`src/rtl/sr_cmd_driver.sv`:
```
// Initiator for an S/R flop: turns level commands into legal one-cycle set/reset
// pulses, checks q_fb, then holds idle. Optional macro SR_HOLD_CHECK_EN also checks in HOLD.
module sr_cmd_driver #(
    parameter int LEN_W = 8,
    parameter int CNT_W = 8
) (
    input  logic             clk,
    input  logic             rst,
    input  logic             cmd_valid,
    output logic             cmd_ready,
    input  logic             cmd_level,
    input  logic [LEN_W-1:0] cmd_hold,
    output logic             s,
    output logic             r,
    input  logic             q_fb,
    output logic             busy,
    output logic             done,
    output logic             err,
    output logic [CNT_W-1:0] err_cnt
);

    typedef enum logic [1:0] {IDLE, DRIVE, CHECK, HOLD} state_t;

    state_t           state, state_nxt;
    logic             exp_lvl;
    logic [LEN_W-1:0] hcnt;
    logic             accept;
    logic             mismatch;

    // Case inequality so an X/Z on q_fb is reported as a mismatch.
    assign mismatch = (q_fb !== exp_lvl);

    always_comb begin
        state_nxt = state;
        cmd_ready = 1'b0;
        busy      = 1'b1;
        done      = 1'b0;
        err       = 1'b0;
        accept    = 1'b0;
        case (state)
            IDLE: begin
                cmd_ready = 1'b1;
                busy      = 1'b0;
                if (cmd_valid) begin
                    accept    = 1'b1;
                    state_nxt = DRIVE;
                end
            end
            DRIVE: state_nxt = CHECK;
            CHECK: begin
                err = mismatch;
                if (hcnt == '0) begin
                    done      = 1'b1;
                    state_nxt = IDLE;
                end else begin
                    state_nxt = HOLD;
                end
            end
            HOLD: begin
`ifdef SR_HOLD_CHECK_EN
                err = mismatch;
`else
                err = 1'b0;
`endif
                if (hcnt == LEN_W'(1)) begin
                    done      = 1'b1;
                    state_nxt = IDLE;
                end
            end
            default: state_nxt = IDLE;
        endcase
    end

    // s/r are loaded on the accepting edge so the pulse lands exactly in DRIVE.
    always_ff @(posedge clk) begin
        if (rst) begin
            state   <= IDLE;
            s       <= 1'b0;
            r       <= 1'b0;
            exp_lvl <= 1'b0;
            hcnt    <= '0;
            err_cnt <= '0;
        end else begin
            state <= state_nxt;
            s     <= accept & cmd_level;
            r     <= accept & ~cmd_level;
            if (accept) begin
                exp_lvl <= cmd_level;
                hcnt    <= cmd_hold;
            end else if (state == HOLD) begin
                hcnt <= hcnt - LEN_W'(1);
            end
            if (err && (err_cnt != '1))
                err_cnt <= err_cnt + CNT_W'(1);
        end
    end

endmodule

```
`config.mk`:
```
export PLATFORM = sky130hd
export DESIGN_NAME = sr_cmd_driver
export DESIGN_NICKNAME = d
export VERILOG_FILES = /design/src/rtl/sr_cmd_driver.sv
export SDC_FILE = /design/constraint.sdc
export NUM_CORES = 1
export LEC_CHECK = 0
export CAP_MARGIN = 40
export CELL_PAD_IN_SITES_DETAIL_PLACEMENT = 0
export CELL_PAD_IN_SITES_GLOBAL_PLACEMENT = 1
export CORE_MARGIN = 2
export CORE_UTILIZATION = 48
export CTS_CLUSTER_DIAMETER = 80
export DETAILED_ROUTE_END_ITERATION = 8
export DONT_BUFFER_PORTS = 1
export PLACE_DENSITY = 0.82
export SETUP_SLACK_MARGIN = 0.1
export SLEW_MARGIN = 20
export SYNTH_ARGS = -nofsm -noshare
export SYNTH_HDL_FRONTEND = slang
export SYNTH_SLANG_ARGS = --single-unit
```
`constraint.sdc`:
```
create_clock -name clk -period 3.25 [get_ports clk]
set_input_delay 0.65 -clock clk [delete_from_list [all_inputs] [get_ports clk]]
set_output_delay 0.65 -clock clk [all_outputs]
set_load 0.05 [all_outputs]
```
After elaboration in Yosys (flattened, before gate mapping)
Cells that the tools add are included.
{"block": "word_totals", "input_bits": 13, "word_cells": 38, "output_inout_bits": 14, "ff_bits": 21}
{"block": "classes", "addsub": 2, "eq_ne": 8, "bitwise_logic": 3, "n_reduce_logical": 5, "n_mux": 14}
{"operator": "2-to-1 mux 8 bit", "count": 2}
{"operator": "adder 8 x 1 -> 8 bit, second input constant", "count": 1}
{"operator": "== test 8 x 1 -> 1 bit, second input constant", "count": 1}
{"operator": "logical NOT 8 bit", "count": 1}
{"operator": "inequality test 8 bit, second input constant", "count": 1}
{"operator": "one-hot mux 2 bit (4 select lines)", "count": 1}
{"operator": "subtractor 8 x 1 -> 8 bit, second input constant", "count": 1}
{"operator": "2-to-1 mux 1 bit", "count": 7}
{"operator": "2-to-1 mux 2 bit", "count": 3}
{"operator": "== test 2 bit, second input constant", "count": 2}
{"operator": "inequality test 2 bit, second input constant", "count": 2}
{"operator": "bitwise AND 1 bit", "count": 2}
{"operator": "== test 2 x 1 -> 1 bit, second input constant", "count": 1}
{"operator": "logical NOT 2 bit", "count": 1}
{"operator": "one-hot mux 1 bit (2 select lines)", "count": 1}
{"operator": "AND reduction 2 bit", "count": 1}
{"operator": "nonzero test 2 bit", "count": 1}
{"operator": "logical AND 1 bit", "count": 1}
{"operator": "!== test 1 bit", "count": 1}
{"operator": "NOT 1 bit", "count": 1}

Longest topological paths before layout
Gate-level depths: netlist of run 1.
{"block": "logic_depth", "ltp_word": 3, "mapped_depth": 6, "depth_no_buf": 6}

Worst setup path after synthesis of run 1
OpenSTA, ideal clock, no wires.
{"block": "synth_path", "path_kind": "flip-flop to output port", "from": "register state[1]", "to": "output port busy", "path_slack_ns": 0.945, "stages_incl_launch_ff": 4, "required_time_ns": 2.600, "path_buffers": 1, "arrival_time_ns": 1.655, "path_cell_list": "dfxtp_1 buf_6 nor2_1 inv_1"}
{"block": "synth_between", "elab_chain_cells": 2}
{"element": "start, declared", "line_no": "24", "source": "state_t state, state_nxt;"}
{"element": "start signal, assigned", "line_no": "84", "source": "state <= state_nxt;"}
{"element": "logical NOT 2 bit", "line_no": "40", "source": "case (state)"}
{"element": "2-to-1 mux 1 bit", "line_no": "40"}
{"element": "end, declared", "line_no": "16", "source": "output logic busy,"}
No other way between the ends.

Final worst setup path of run 1
{"block": "layout_path", "from": "register hcnt[0]", "to": "output port done"}
{"block": "layout_between", "elab_chain_cells": 3, "elab_cells_between_ends": 5, "cone_classes": "eq/ne: 1; mux: 3; reduce/logical: 1"}
{"element": "start, declared", "line_no": "26", "source": "logic [LEN_W-1:0] hcnt;"}
{"element": "start signal, assigned", "line_no": "89", "source": "hcnt <= cmd_hold;"}
{"element": "start signal, assigned", "line_no": "91", "source": "hcnt <= hcnt - LEN_W'(1);"}
{"element": "== test 8 x 1 -> 1 bit / logical NOT 8 bit (equally long branches)", "line_no": "65, 52"}
{"element": "2-to-1 mux 1 bit (on tied branches)", "line_no": "65, 52"}
{"element": "one-hot mux 1 bit (2 select lines) (*)", "line_no": "40"}
{"element": "end, declared", "line_no": "17", "source": "output logic done,"}
Mark *: on every way between the ends. The rest lies on a longest branch, timed or not.

==> results of run 1 <==
[power breakdown]
part	internal [W]	switching [W]
Sequential	0.000276	0.0000327
Combinational	0.0000441	0.0000758
Clock	0.0000460	0.0000840
Total	0.000366	0.000192
[Yosys cell counts, drive strengths merged (2+ instances only)]
cell / count / area share
dfxtp: 21 / 0.39
a21oi: 13 / 0.060
nor2: 13 / 0.045
inv: 7 / 0.024
nand2: 7 / 0.024
nand3: 6 / 0.032
a211oi: 5 / 0.035
nor3: 5 / 0.028
xor2: 5 / 0.040
ha: 4 / 0.046
nand4: 3 / 0.017
a31o: 2 / 0.016
and4: 2 / 0.017
buf: 2 / 0.021
clkbuf: 2 / 0.0069
nand2b: 2 / 0.012
nor3b: 2 / 0.014
nor4: 2 / 0.012
xnor2: 2 / 0.016
[cells in the final DEF, fill, tap and decap left out, types with 2 or more instances in the layout]
| master | count |
|---|---|
| nor2_1 | 13 |
| nand4_1 | 3 |
| xor2_1 | 5 |
| nor4_1 | 2 |
| nand2b_1 | 2 |
| xnor2_1 | 2 |
| a21oi_1 | 13 |
| dfxtp_1 | 21 |
| inv_1 | 7 |
| nand3_1 | 5 |
| a211oi_1 | 5 |
| nand2_1 | 7 |
| buf_1 | 2 |
| nor3b_1 | 2 |
| clkbuf_4 | 3 |
| ha_1 | 4 |
| a31o_2 | 2 |
| buf_4 | 2 |
| nor3_1 | 4 |
[metal layers]
layer	track usage	vias up	routed length, µm
met5	0	-	0
met4	0.0658	0	23
met3	0.0351	4	105
met2	0.350	19	1130
met1	0.198	429	970
li1	-	452	-
[worst paths after layout]
path,start,to,slack (ns),cells after the start
worst min-delay path,rst,err_cnt[4]$_SDFFE_PP0P_,0.39,1
worst min register to register,exp_lvl$_SDFFE_PP0P_,exp_lvl$_SDFFE_PP0P_,0.50,2
worst max register to register,err_cnt[0]$_SDFFE_PP0P_,err_cnt[6]$_SDFFE_PP0P_,1.31,5
worst max-delay path,hcnt[0]$_SDFFE_PP0P_,done,0.98,6
[worst max-delay path: stages, from the launching register on]
cell and delay (ns):
dfxtp_1 0.41, inv_1 0.08, ha_1 0.19, mux2_2 0.25, nand4b_1 0.13, nor2_1 0.07
buf_4 0.19
[kinds of logic after synthesis]
group                    Yosys count  share of synthesized area
AND/OR/NAND/NOR                   49                      0.261
AO/OA/AOI/OAI                     28                      0.168
flip-flops                        21                      0.388
buffers and inverters             12                     0.0601
XOR/XNOR                           7                     0.0566
adder cells (fa/ha/maj)            4                     0.0462
multiplexers                       2                     0.0197
[area by class of cell]
cell class	instances	area, µm²	share of cell area
clock buffers	3	22.5	0.0199
clock inverters	1	5.00	0.00442
inverters	7	26.3	0.0232
multi-input cells	90	597	0.526
flip-flops and latches	21	420	0.371
well taps	28	35.0	0.0309
repair buffers	5	27.5	0.0243
[sequential cells by signal, summed over array words and instances (netlist names)]
register / cells
err_cnt: 8
state: 2
hcnt: 8
exp_lvl: 1
r: 1
s: 1
[stage by stage]
| stage | instances | power, W | util |
|---|---|---|---|
| floorplan | 123 | 0.000417 | - |
| global placement | 146 | 0.000422 | 0.497 |
| detailed placement | 150 | 0.000433 | 0.507 |
| CTS | 154 | 0.000562 | 0.520 |
| global route | 155 | 0.000591 | 0.522 |
| finish | 155 | 0.000559 | 0.522 |
==> metrics.csv, run 1 <==
stage,metric,value,unit
clock_tree,cts_buffers,3,
cells_and_area,num-nets-final,145,
placement,dp_slack,1.31,ns
setup_path,worstPathArrival,1.62,ns
clock_tree,hold_buffers,0,
clock_tree,cts_setup_buffers,0,
placement,dp_hpwl,1600,µm
clock_tree,cts_resized,0,
power_and_ir_drop,peakVddDrop,0.310,mV
route,finalWirelength,2230,µm
clock_tree,clkLatencyLatePin,0.31,ns
route,drcViolationCount,0,
setup_path,endpoint_kind,primary output,
die,ios,27,
cells_and_area,fillers,217,
die,die_area,2650,µm²
setup_path,cp-start-kind,register,
setup_path,worstPathRequired,2.60,ns
die,die-width,51.5,µm
timing,period_needed,2.27,ns
placement,place_congestion,0.803,
timing,setup_viol,0,
setup_path,cp_max_fo,5,
grt,grt_pass1_wl,3650,µm
grt,grt.total_usage,0.184,
placement,placed_cell_area,1100,µm²
placement,portBuffers,0,
timing,slew_violations,0,
synth,postSynthCellCount,123,
clock_tree,clk_pin_slew,0.13,ns
timing,whs,0.385,ns
setup_path,path_class,reg -> out,
min_path,hold_path_class,in -> reg,
clock_tree,ctsHtreeMaxLevel,1,
timing,tightestPinTransition,0.697,ns
power_and_ir_drop,power.density,493,nW/µm²
synth,ys_seq_elements,21,
synth,ys_types,40,
cells_and_area,drive_above_1_share,0.118,
grt,grt_pass1_vias,884,
synth,syn_area,1080,µm²
clock_tree,cts_tree,built,
synth,syn_avg_cell_area,8.80,µm²
synth,ys_seq_area_frac,0.388,
die,die_h,51.5,µm
synth,yosys_warnings,0,
route,vias,904,
route,drtAntennaViolNets,0,
clock_tree,clkSinkCount,21,
grt,overflow,0,
timing,fmax,440,MHz
timing,skew,0.0118,ns
timing,max_slew_margin,0.535,
run_status,outcome,completed,
synth,synth_edf_count,0,
timing,setup_tns,0,ns
power_and_ir_drop,p_leak,0.405,nW
cells_and_area,num_antenna_cells,0,
grt,antenna_found_initial,0,
synth,ys.flop_type,dfxtp_1,
timing,fin_crit_sh,0.699,
route,routed_via_density,5.83,
synth,synth_fp_nets,140,
die,rows,17,
run,drv_cap,0,
cells_and_area,area_growth,4.74,%
die,start_util,0.499,
clock_tree,root_buffer,clkbuf_4,
route,wl_per_cell,14.4,µm
route,drt_iter0_markers,17,
grt,grt_max_degree,22,
timing,rsz0062_at_grt,no,
die,coreArea,2170,µm²
clock_tree,cts_buffer_depth,2,
timing,fin_ws,0.980,ns
cells_and_area,design_area,1130,µm²
synth,synthArstFlopShare,0,
route,drt-pass1-iter-count,4,
timing,final_hold_viol_count,0,
Power figures use the tool's default switching activity.
==> inputs of run 2 (changes only) <==
--- a/config.mk
+++ b/config.mk
@@ -9,11 +9,11 @@
 export CELL_PAD_IN_SITES_DETAIL_PLACEMENT = 0
 export CELL_PAD_IN_SITES_GLOBAL_PLACEMENT = 1
 export CORE_MARGIN = 2
-export CORE_UTILIZATION = 48
+export CORE_UTILIZATION = 40
 export CTS_CLUSTER_DIAMETER = 80
 export DETAILED_ROUTE_END_ITERATION = 8
 export DONT_BUFFER_PORTS = 1
-export PLACE_DENSITY = 0.82
+export PLACE_DENSITY = 0.73
 export SETUP_SLACK_MARGIN = 0.1
 export SLEW_MARGIN = 20
 export SYNTH_ARGS = -nofsm -noshare
==> constraint.sdc (replaced) <==
create_clock -name clk -period 1.95 [get_ports clk]
set_input_delay 0.39 -clock clk [delete_from_list [all_inputs] [get_ports clk]]
set_output_delay 0.39 -clock clk [all_outputs]
set_load 0.05 [all_outputs]
==> run 2 against run 1 <==
Effect of this change:
- sequential share of layout area is 4.9 points lower
- core utilization is 0.28 points higher
- clock-buffer cell count stayed put
- via count is 6.0% higher
- combinational power is 130% higher
- flip-flop and latch count stayed put
- critical path type unchanged
- largest cell class unchanged
==> metrics.csv, run 2 (same netlist as run 1, synthesis figures left out) <==
stage,metric,value,unit
route,drcViolationCount,0,
die,die_area,3140,µm²
clock_tree,cts_buffer_depth,2,
cells_and_area,num_antenna_cells,0,
power_and_ir_drop,p_total,0.000992,W
setup_path,path_class,reg -> out,
setup_path,worst-path-buf-inv,2,
clock_tree,root_buffer,clkbuf_4,
placement,dp_hpwl,1730,µm
die,die-width,56.0,µm
setup_path,cp_max_fo,3,
placement,portBuffers,0,
min_path,hold_path_class,in -> reg,
clock_tree,cts_buffers,3,
clock_tree,clk_pin_slew,0.12,ns
timing,slew_violations,0,
cells_and_area,area_growth,22.4,%
route,drtAntennaViolNets,0,
clock_tree,ctsHtreeMaxLevel,1,
route,finalWirelength,2460,µm
cells_and_area,num-nets-final,161,
timing,skew,0.00639,ns
setup_path,critPathSlowestCell,dfxtp_4,
setup_path,worstPathRequired,1.56,ns
cells_and_area,reg_top3,"err_cnt: 8 flops, hcnt: 8 flops, state: 2 flops",
route,vias,958,
die,rows,18,
clock_tree,cts_tree,built,
power_and_ir_drop,p_leak,0.509,nW
die,coreArea,2520,µm²
grt,overflow,0,
timing,rsz0062_at_grt,yes,
run_status,outcome,completed,
cells_and_area,design_area,1330,µm²
clock_tree,clkLatencyLatePin,0.30,ns
grt,grt_pass1_vias,885,
power_and_ir_drop,peakVddDrop,0.421,mV
grt,grt_max_degree,22,
route,routed_via_density,5.54,
timing,fin_crit_sh,0.985,
setup_path,worstPathArrival,1.53,ns
timing,setup_tns,0,ns
die,start_util,0.429,
clock_tree,clkSinkCount,21,
run,drv_cap,0,
timing,whs,0.124,ns
grt,antenna_found_initial,0,
power_and_ir_drop,power.density,749,nW/µm²
cells_and_area,drive_above_1_share,0.294,
cells_and_area,final_cells,173,
setup_path,path_cells,inv_4 > ha_4 > mux2_4 > nand4b_1 > nor2_2 > buf_6,
timing,period_needed,1.92,ns
cells_and_area,final_cell_mix,"dfxtp_1, buf_4, a21oi_1",
placement,place_congestion,0.841,
timing,fmax,520,MHz
die,die_h,56.0,µm
timing,max_slew_margin,0.576,
timing,final_hold_viol_count,0,
placement,placed_cell_area,1210,µm²
setup_path,critPathMaxStageDelay,0.40,ns
route,wl_per_cell,14.2,µm
timing,tightestPinTransition,0.635,ns
die,ios,27,
setup_path,cp_top_family,flip-flops,
grt,grt_pass1_wl,3920,µm
timing,setup_viol,0,
setup_path,endpoint_kind,primary output,
route,drt-pass1-iter-count,4,
route,drt_iter0_markers,33,
placement,dp.cells,166,
setup_path,cp-start-kind,register,
grt,grt.total_usage,0.153,
run 2: metal layers:
metal | GRT usage | wire, µm | up-vias
met5 | 0 | 0 | -
li1 | - | - | 481
met2 | 0.266 | 1270 | 15
met4 | 0.0680 | 18 | 0
met1 | 0.182 | 1080 | 460
met3 | 0.0279 | 94 | 2
run 2: through the flow:
step	utilization	setup WS, ns
5_1_grt	0.525	0.00122
2_1_floorplan	-	0.105
6_report	0.525	0.0284
3_5_place_dp	0.482	0.0587
3_3_place_gp	0.477	0.0472
4_1_cts	0.498	0.0315
run 2: final timing paths:
| path | from | endpoint | slack (ns) | depth (start not counted) |
|---|---|---|---|---|
| setup / recovery | hcnt[0]$_SDFFE_PP0P_ | done | 0.03 | 6 |
| hold reg to reg | exp_lvl$_SDFFE_PP0P_ | exp_lvl$_SDFFE_PP0P_ | 0.50 | 2 |
| hold / removal | rst | hcnt[0]$_SDFFE_PP0P_ | 0.12 | 1 |
| setup reg to reg | state[0]$_SDFFE_PP0P_ | hcnt[4]$_SDFFE_PP0P_ | 0.31 | 5 |
run 2: layout make-up:
class                   instances  area, µm²
flip-flops and latches         21        427
fillers                       249       1200
clock buffers                   3       22.5
well taps                      30       37.5
multi-input cells              90        641
clock inverters                 1       5.00
repair buffers                 21        161
inverters                       7       31.3
run 2: power breakdown:
part           switching (W)  internal [W]  total, W
Clock               0.000135     0.0000765  0.000212
Combinational       0.000163      0.000117  0.000280
Sequential         0.0000382      0.000462  0.000500
Total               0.000337      0.000656  0.000992
run 2: timing repair:
action	4_1_cts	5_1_grt
buffers inserted	0	3
hold buffers	0	0
pin swaps	0	2
gates resized for setup	6	12
setup endpoints to repair	6	2
